### config.mk
export PLATFORM = sky130hd
export DESIGN_NAME = alu_exec_unit
export DESIGN_NICKNAME = d
export VERILOG_FILES = /design/src/rtl/alu_exec_unit.sv
export SDC_FILE = /design/constraint.sdc
export NUM_CORES = 1
export LEC_CHECK = 0
export CORE_MARGIN = 2
export CORE_UTILIZATION = 60
export DETAILED_ROUTE_END_ITERATION = 7
export PLACE_DENSITY = 0.87
export SETUP_SLACK_MARGIN = 0.4
export SKIP_CTS_REPAIR_TIMING = 1
export SYNTH_ARGS = -nofsm -noshare
export SYNTH_HDL_FRONTEND = slang
export SYNTH_SLANG_ARGS = --single-unit
### constraint.sdc
create_clock -name clk -period 3.2 [get_ports clk]
set_input_delay 0.48 -clock clk [delete_from_list [all_inputs] [get_ports clk]]
set_output_delay 0.48 -clock clk [all_outputs]
set_load 0.05 [all_outputs]
### src/rtl/alu_exec_unit.sv
// alu_exec_unit: handshaked execution ALU sitting between ALU control/register read and writeback.
// Logic ops, ADD and LUI complete in one cycle. SLL/SRL shift one bit per cycle. The result is
// registered and held until the downstream stage takes it.
//
// Ports:
//   clk, reset                  rising-edge clock, asynchronous active-low reset
//   in_valid / in_ready         request handshake (transfer when both high on a rising edge)
//   ALUOperation, A, B, shamt   op code from ALU control, operands, shift amount
//   result_valid / result_ready result handshake
//   ALUResult, Zero, Illegal    registered result and flags, valid while result_valid=1
module alu_exec_unit #(
  parameter int unsigned N_BITS     = 32,
  parameter int unsigned SHAMT_BITS = 5
) (
  input  logic                  clk,
  input  logic                  reset,
  input  logic                  in_valid,
  output logic                  in_ready,
  input  logic [3:0]            ALUOperation,
  input  logic [N_BITS-1:0]     A,
  input  logic [N_BITS-1:0]     B,
  input  logic [SHAMT_BITS-1:0] shamt,
  output logic                  result_valid,
  input  logic                  result_ready,
  output logic [N_BITS-1:0]     ALUResult,
  output logic                  Zero,
  output logic                  Illegal
);

  typedef enum logic [1:0] {StIdle, StShift, StDone} state_e;

  localparam logic [3:0] OpAnd = 4'b0000;
  localparam logic [3:0] OpOr  = 4'b0001;
  localparam logic [3:0] OpNor = 4'b0010;
  localparam logic [3:0] OpAdd = 4'b0011;
  localparam logic [3:0] OpLui = 4'b0101;
  localparam logic [3:0] OpSll = 4'b0110;
  localparam logic [3:0] OpSrl = 4'b0111;

  state_e                r_state, w_state_next;
  logic [N_BITS-1:0]     r_work, w_work_next;
  logic [SHAMT_BITS-1:0] r_cnt, w_cnt_next;
  logic                  r_left, w_left_next;
  logic [N_BITS-1:0]     r_result, w_result_next;
  logic                  r_zero, w_zero_next;
  logic                  r_illegal, w_illegal_next;

  logic [N_BITS-1:0]     w_alu_out;
  logic                  w_alu_illegal;
  logic                  w_is_shift;
  logic [N_BITS-1:0]     w_shifted;

  // Single-cycle datapath; shift ops pass B through for the shamt=0 case.
  always_comb begin
    w_alu_out     = '0;
    w_alu_illegal = 1'b0;
    w_is_shift    = 1'b0;
    case (ALUOperation)
      OpAnd: w_alu_out = A & B;
      OpOr:  w_alu_out = A | B;
      OpNor: w_alu_out = ~(A | B);
      OpAdd: w_alu_out = A + B;
      OpLui: w_alu_out = {B[15:0], {(N_BITS-16){1'b0}}};
      OpSll, OpSrl: begin
        w_alu_out  = B;
        w_is_shift = 1'b1;
      end
      default: w_alu_illegal = 1'b1;
    endcase
  end

  assign w_shifted = r_left ? (r_work << 1) : (r_work >> 1);

  always_comb begin
    w_state_next   = r_state;
    w_work_next    = r_work;
    w_cnt_next     = r_cnt;
    w_left_next    = r_left;
    w_result_next  = r_result;
    w_zero_next    = r_zero;
    w_illegal_next = r_illegal;
    in_ready       = 1'b0;
    result_valid   = 1'b0;
    unique case (r_state)
      StIdle: begin
        in_ready = 1'b1;
        if (in_valid) begin
          if (w_is_shift && (shamt != '0)) begin
            w_work_next  = B;
            w_cnt_next   = shamt;
            w_left_next  = (ALUOperation == OpSll);
            w_state_next = StShift;
          end else begin
            w_result_next  = w_alu_out;
            w_zero_next    = (w_alu_out == '0);
            w_illegal_next = w_alu_illegal;
            w_state_next   = StDone;
          end
        end
      end
      StShift: begin
        w_work_next = w_shifted;
        w_cnt_next  = r_cnt - 1'b1;
        // Last shift: counter hits zero after this step.
        if (r_cnt == SHAMT_BITS'(1)) begin
          w_result_next  = w_shifted;
          w_zero_next    = (w_shifted == '0);
          w_illegal_next = 1'b0;
          w_state_next   = StDone;
        end
      end
      StDone: begin
        result_valid = 1'b1;
        if (result_ready) w_state_next = StIdle;
      end
      default: w_state_next = StIdle;
    endcase
  end

  always_ff @(posedge clk or negedge reset) begin
    if (!reset) begin
      r_state   <= StIdle;
      r_work    <= '0;
      r_cnt     <= '0;
      r_left    <= 1'b0;
      r_result  <= '0;
      r_zero    <= 1'b0;
      r_illegal <= 1'b0;
    end else begin
      r_state   <= w_state_next;
      r_work    <= w_work_next;
      r_cnt     <= w_cnt_next;
      r_left    <= w_left_next;
      r_result  <= w_result_next;
      r_zero    <= w_zero_next;
      r_illegal <= w_illegal_next;
    end
  end

  assign ALUResult = r_result;
  assign Zero      = r_zero;
  assign Illegal   = r_illegal;

endmodule

==> results of run 1 <==
kinds of logic after synthesis:
kind of cell    after synthesis
buf+inv                     140
simple gates                340
xor+xnor                     16
compound gates              348
fa+ha+maj                    67
flops                        74
mux                          24
through the flow:
step	util	instance area, sq um	TNS (ns)	cells
after CTS	0.887	10700	-0.712	1470
after detailed placement	0.861	10400	-5.93	1454
after global placement	0.861	10400	-3.71	1454
after floorplan	-	7550	0	1009
metal layers:
layer  overflow  global-route usage
met4        214                1.12
met2        654                1.23
met3          9               0.699
met5          0               0.348
met1          8               0.850
==> impl_metrics.yaml, run 1 <==
logic_synthesis:
  synth_edf_count: 0
  synth_top_family_by_area: "compound AO/OA/AOI/OAI gates"
  ys_types: 71
  synth_fa_ha_area_frac: 0.112
  synth.mux.area_fraction: 0.0329
  synthXorXnorAreaFrac: 0.0186
  synth_top_cells_by_count: "nand2_1 (133), nor2_1 (82), inv_1 (76), o21ai_0 (75), dfrtp_1 (74)"
  synth_compound_area_frac: 0.309
  synth.area.top_cells: "dfrtp_1 (25%), ha_1 (11%), nand2_1 (6.6%)"
  synth_area_leader_cell: "dfrtp_1"
  async_flop_share: 1.00
  yosysWarnings: 0
  seq_area_frac_synth: 0.246
  syn_inst: 1009
  ys.flop_type: "dfrtp_1"
  syn_area_per_cell_sq_um: 7.46
  synth_nets: 1153
  synth_simple_gate_area_frac: 0.210
  yosysTopAreaCellShare: 0.246
  synth-seq-cells: 74
  syn_area_sq_um: 7520
  yosysMostFrequentCell: "nand2_1"
clock_tree:
  cts-root-buf: "clkbuf_16"
  cts_buffers: 9
  htreeDepth: 3
  cts_sinks: 74
  cts_buffer_depth: 2
floorplan:
  start_util: 0.621
  die_h_um: 116
  rows: 40
  num_io_pins: 113
  die_x_um: 116
global_routing:
  grt_util_all_layers: 0.947
  overflow: 885
  grt_max_degree: 75
placed_design:
  gp_congestion: 1.14
  portBuffers: 112
  hpwl_um: 23800
  pre_cts_slack_ns: -0.556
run_status:
  status: "did not finish"
  haltStage: "global routing"
  tool.error: "[ERROR GRT-0232] Routing congestion too high. Check the congestion heatmap in the GUI."
sta:
  crit_endpoint: "Zero$_DFFE_PN0P_/D"
  worstEndpointType: "sequential cell input"
==> run 2: changes to the inputs <==
--- a/config.mk
+++ b/config.mk
@@ -6,10 +6,9 @@
 export NUM_CORES = 1
 export LEC_CHECK = 0
 export CORE_MARGIN = 2
-export CORE_UTILIZATION = 60
+export CORE_UTILIZATION = 40
 export DETAILED_ROUTE_END_ITERATION = 7
-export PLACE_DENSITY = 0.87
-export SETUP_SLACK_MARGIN = 0.4
+export PLACE_DENSITY_LB_ADDON = 0.15
 export SKIP_CTS_REPAIR_TIMING = 1
 export SYNTH_ARGS = -nofsm -noshare
 export SYNTH_HDL_FRONTEND = slang
==> impl_metrics.yaml, run 2 <==
run_status:
  status: "finished with violations"
  violations: "setup timing"
global_routing:
  antenna_found_initial: 2
  grt_pass1_wl_um: 46100
  grt_max_degree: 75
  grt_pass1_vias: 8286
  grt_util_all_layers: 0.298
  overflow: 0
sta:
  tns_ns: -0.0264
  period_share: 1.01
  relSlewSlack: 0.308
  max_freq_ghz: 0.310
  slew_violations: 0
  fin_skew_ns: 0.00800
  hold_viol: 0
  tightest_slew_ns: 1.04
  fin_ws_ns: -0.0264
  whs_ns: 0.293
  setup_violations: 1
  fin_crit_ns: 3.23
clock_tree:
  path_clk_slew_ns: 0.06
  cts-root-buf: "clkbuf_16"
  cts_tree: "yes"
  cts_buffer_depth: 2
  clock_latency_ns: 0.34
  cts_buffers: 9
  cts_sinks: 74
  htreeDepth: 3
finish:
  final_cell_mix: "buf_4 (262), nand2_1 (128), nor2_1 (77), dfrtp_1 (73), clkdlybuf4s50_1 (71)"
  area_growth_pct: 57.9
  finish.instance_area_sq_um: 11900
  final_common_cell: "buf_4"
  diodes: 0
  final_cell_count_no_fill: 1579
  fin_nets: 1484
  drive_gt1_frac: 0.305
routing:
  wl_um: 31000
  post_drt_wl_per_cell_um: 19.6
  first_pass_iters: 6
  via_count: 8985
  via_per_inst: 5.69
  drc: 0
  drtIter0Drc: 915
  final_antenna_net_count: 0
logic_synthesis:
  synth.area.top_cells: "dfrtp_1 (25%), ha_1 (11%), nand2_1 (6.6%)"
  synth_area_leader_cell: "dfrtp_1"
  yosysWarnings: 0
  seq_area_frac_synth: 0.246
  yosysMostFrequentCell: "nand2_1"
  async_flop_share: 1.00
  syn_area_sq_um: 7520
  ys.flop_type: "dfrtp_1"
  synth_nets: 1153
  ys_types: 71
  synth-seq-cells: 74
  yosysTopAreaCellShare: 0.246
  synth_edf_count: 0
  synth_top_cells_by_count: "nand2_1 (133), nor2_1 (82), inv_1 (76), o21ai_0 (75), dfrtp_1 (74)"
  syn_inst: 1009
  syn_area_per_cell_sq_um: 7.46
floorplan:
  die_h_um: 141
  rows: 50
  num_io_pins: 113
  die_x_um: 141
  die-area_sq_um: 19900
  start_util: 0.405
  coreArea_sq_um: 18600
setup_path:
  cp.arrival_ns: 3.48
  crit_type: "in -> reg"
  r2r_start: "r_state[0]"
  critical_path.endpoint_type: "flip-flop"
  ff2ff_path_depth: 10
  r2r_slack_ns: 0.55
  crit_fanout: 5
  r2r_end: "Zero"
  startpoint_type: "primary input"
  crit_required_ns: 3.46
pwr:
  power.switching_uw: 2650
  powerDensity_nw_per_um2: 509
  intPower_uw: 3390
  swShare: 0.439
  p_leak_uw: 0.00573
  p_clk_frac: 0.184
  power_frac_seq: 0.286
  combPwrFrac: 0.530
  vdd_drop_max_mv: 0.319
placed_design:
  placed_cells: 1548
  portBuffers: 112
  pre_cts_slack_ns: -0.687
  placed_area_sq_um: 10700
  hpwl_um: 24100
  gp_congestion: 0.952
min_path:
  min_path_type: "in -> async"
flow_run:
  drv_cap: 0
run 2: cell counts after synthesis:
No cell type changed its count.
run 2: cell families after synthesis:
family,Yosys count,share of synthesized area
flip-flops,74,0.246
AO/OA/AOI/OAI,348,0.309
buffers and inverters,140,0.0708
AND/OR/NAND/NOR,340,0.210
multiplexers,24,0.0329
XOR/XNOR,16,0.0186
adder cells (fa/ha/maj),67,0.112
run 2: worst max path at each step:
stage | startpoint | endpoint | slack (ns) | cells after the start
5_1_grt | B[0] | Zero | -0.18 | 16
3_3_place_gp | B[22] | Zero | -0.67 | 13
6_report | B[15] | Zero | -0.03 | 13
3_5_place_dp | B[22] | Zero | -0.69 | 13
4_1_cts | B[22] | Zero | -0.35 | 13
2_1_floorplan | A[6] | Zero | 0.20 | 13
run 2: power groups by stage:
stage	logic, uW	clock network [uW]	registers, uW
after floorplan	1250	0	2170
after global placement	2980	0	1720
after detailed placement	3010	0	1730
after CTS	3020	1120	1720
after global routing	3440	1150	1770
final	3210	1110	1730
run 2: layer usage:
| metal | up-vias | global-route usage | part of all wire |
|---|---|---|---|
| met5 | - | 0 | 0.00042 |
| met3 | 60 | 0.0533 | 0.075 |
| met2 | 365 | 0.464 | 0.46 |
| li1 | 4333 | - | - |
| met4 | 2 | 0.105 | 0.030 |
| met1 | 4225 | 0.416 | 0.44 |
run 2: worst max-delay path, stage by stage:
cell             delay, ns
clkdlybuf4s50_1       0.54
inv_1                 0.12
ha_4                  0.32
and3_1                0.22
nand3_2               0.14
o211a_1               0.25
buf_4                 0.14
xnor2_1               0.13
a221oi_2              0.34
o2111ai_2             0.18
nor4_2                0.24
nand4_1               0.16
o31ai_2               0.23
run 2: layout make-up:
| type | instances | area [sq um] |
|---|---|---|
| inverter | 77 | 289 |
| sequential | 74 | 1850 |
| multi-input combinational | 795 | 5800 |
| clock inverter | 6 | 90.1 |
| timing repair buffer | 383 | 3320 |
| clock buffer | 10 | 239 |
| tap | 234 | 293 |
| fill | 1642 | 6700 |
run 2: through the flow:
step / total power [uW] / utilization
detailed placement: 4740 / 0.577
global route: 6370 / 0.639
CTS: 5860 / 0.595
finish: 6050 / 0.639
global placement: 4700 / 0.577
floorplan: 3430 / -
Note: power is estimated with default switching activity, not from simulation.
==> run 3: changes to the inputs <==
--- a/config.mk
+++ b/config.mk
@@ -6,8 +6,9 @@
 export NUM_CORES = 1
 export LEC_CHECK = 0
 export CORE_MARGIN = 2
-export CORE_UTILIZATION = 40
+export CORE_UTILIZATION = 60
 export DETAILED_ROUTE_END_ITERATION = 7
+export DONT_BUFFER_PORTS = 1
 export PLACE_DENSITY_LB_ADDON = 0.15
 export SKIP_CTS_REPAIR_TIMING = 1
 export SYNTH_ARGS = -nofsm -noshare
==> impl_metrics.yaml, run 3 (synthesized netlist as in run 2, its figures left out) <==
finish:
  fin_nets: 1165
  final_common_cell: "nand2_1"
  final_cell_mix: "nand2_1 (133), nor2_1 (81), inv_1 (76), o21ai_0 (75), dfrtp_1 (73)"
  multi_input_area_sq_um: 5190
  fillers: 1031
  final_core_util: 0.688
  drive_gt1_frac: 0.0956
  regArea_sq_um: 1850
  area_growth_pct: 10.8
routing:
  drt-met1-wl_um: 11100
  drc: 0
  first_pass_iters: 6
  via_per_inst: 6.70
  route.met2.wl_um: 11900
  met3_length_um: 2990
  dr.max_layer_used: "met4"
  wl_um: 26800
  drtIter0Drc: 1116
  final_antenna_net_count: 0
  post_drt_wl_per_cell_um: 22.4
  via_count: 7997
pwr:
  p_total_uw: 5000
  vdd_drop_max_mv: 0.321
  p_clk_frac: 0.196
  intPower_uw: 2640
  powerDensity_nw_per_um2: 600
  power.switching_uw: 2360
  p_leak_uw: 0.00387
  power_frac_seq: 0.467
  swShare: 0.472
  combPwrFrac: 0.337
sta:
  fin_skew_ns: 0.00517
  hold_viol: 0
  slew_violations: 0
  max_freq_ghz: 0.329
  rsz0062_at_grt: "false"
  fin_crit_ns: 3.04
  tightest_slew_ns: 1.04
  relSlewSlack: 0.305
  setup_violations: 0
  period_share: 0.949
placed_design:
  hpwl_um: 20400
  portBuffers: 0
  gp_congestion: 0.997
global_routing:
  overflow: 0
  grt_max_degree: 75
  antenna_found_initial: 1
  grt_util_all_layers: 0.395
  grt_pass1_wl_um: 40200
  grt_pass1_vias: 7179
setup_path:
  critical_path.endpoint_type: "flip-flop"
  ff2ff_path_depth: 10
  crit_required_ns: 3.45
  crit_fanout: 4
  path_cells: "inv_1 > ha_1 > a21o_1 > nand4_1 > nand2_1 > a21oi_2 > o31ai_2 > a311oi_1 > xnor2_1 > a21oi_1 > or4b_1 > o31ai_2"
  cp.arrival_ns: 3.28
  r2r_end: "Zero"
  startpoint_type: "primary input"
  crit_type: "in -> reg"
  cpMostUsedCell: "o31ai_2"
  max_stage_delay_ns: 0.49
  cp_slowest_cell: "or4b_1"
  r2r_start: "r_state[0]"
  r2r_slack_ns: 0.55
floorplan:
  rows: 40
  die_h_um: 116
  die-area_sq_um: 13500
  coreArea_sq_um: 12100
  die_x_um: 116
  num_io_pins: 113
  start_util: 0.621
clock_tree:
  clock_latency_ns: 0.33
  htreeDepth: 3
  cts_buffer_depth: 2
  cts_tree: "yes"
  cts_buffers: 9
  path_clk_slew_ns: 0.05
  cts-root-buf: "clkbuf_16"
  cts_sinks: 74
flow_run:
  drv_cap: 0
min_path:
  min_path_type: "in -> async"
run_status:
  status: "finished clean"
run 3: cell count changes in the layout (fill, tap and decap cells not counted), moves of 12 or more:
cell,delta
a21oi_2,-14
buf_4,-199
clkdlybuf4s50_1,-71
dlymetal6s2s_1,-38
a21oi_1,+16
ha_1,+21
inv_1,+12
ha_4,-17
inv_2,-12
run 3: worst max-delay path, delay by kind of cell:
family | cells | cell delay, ns
xor+xnor | 1 | 0.19
compound gates | 6 | 1.51
buf+inv | 1 | 0.05
simple gates | 3 | 0.78
fa+ha+maj | 1 | 0.28
run 3: final cells by class:
class,count,area share
flip-flops and latches,74,0.222
diodes,1,0.000300
inverters,77,0.0347
well taps,168,0.0252
repair buffers,64,0.0600
multi-input cells,795,0.623
clock inverters,3,0.00480
clock buffers,12,0.0296
run 3: worst max path at each step:
stage                     startpoint  depth (start not counted)   end  slack (ns)
after floorplan                 A[6]                         13  Zero        0.20
after global placement          A[0]                         13  Zero       -0.01
after detailed placement        A[0]                         13  Zero       -0.17
after CTS                       A[0]                         13  Zero        0.17
after global routing            A[3]                         12  Zero        0.03
final                           B[1]                         12  Zero        0.16
run 3: metal layers:
metal / global-route usage / vias to the layer above
met2: 0.618 / 498
li1: - / 3688
met4: 0.120 / 0
met1: 0.543 / 3750
met5: 0 / -
met3: 0.0957 / 61
run 3: power groups by stage:
stage	Clock, uW	Sequential (uW)	Combinational (uW)
after global placement	0	2330	1590
after floorplan	0	2170	1250
final	980	2330	1690
after CTS	986	2330	1630
after global routing	1030	2380	1860
after detailed placement	0	2330	1620
run 3: through the flow:
stage	hold WS [ns]	TNS, ns	instances	cell area, sq um	setup slack (ns)
4_1_cts	-0.168	0	1192	8290	0.170
3_5_place_dp	0.186	-0.165	1177	8010	-0.165
5_1_grt	0.0423	0	1193	8330	0.0303
2_1_floorplan	0.184	0	1009	7520	0.204
6_report	0.0229	0	1194	8340	0.162
3_3_place_gp	0.186	-0.0131	1177	8010	-0.0131
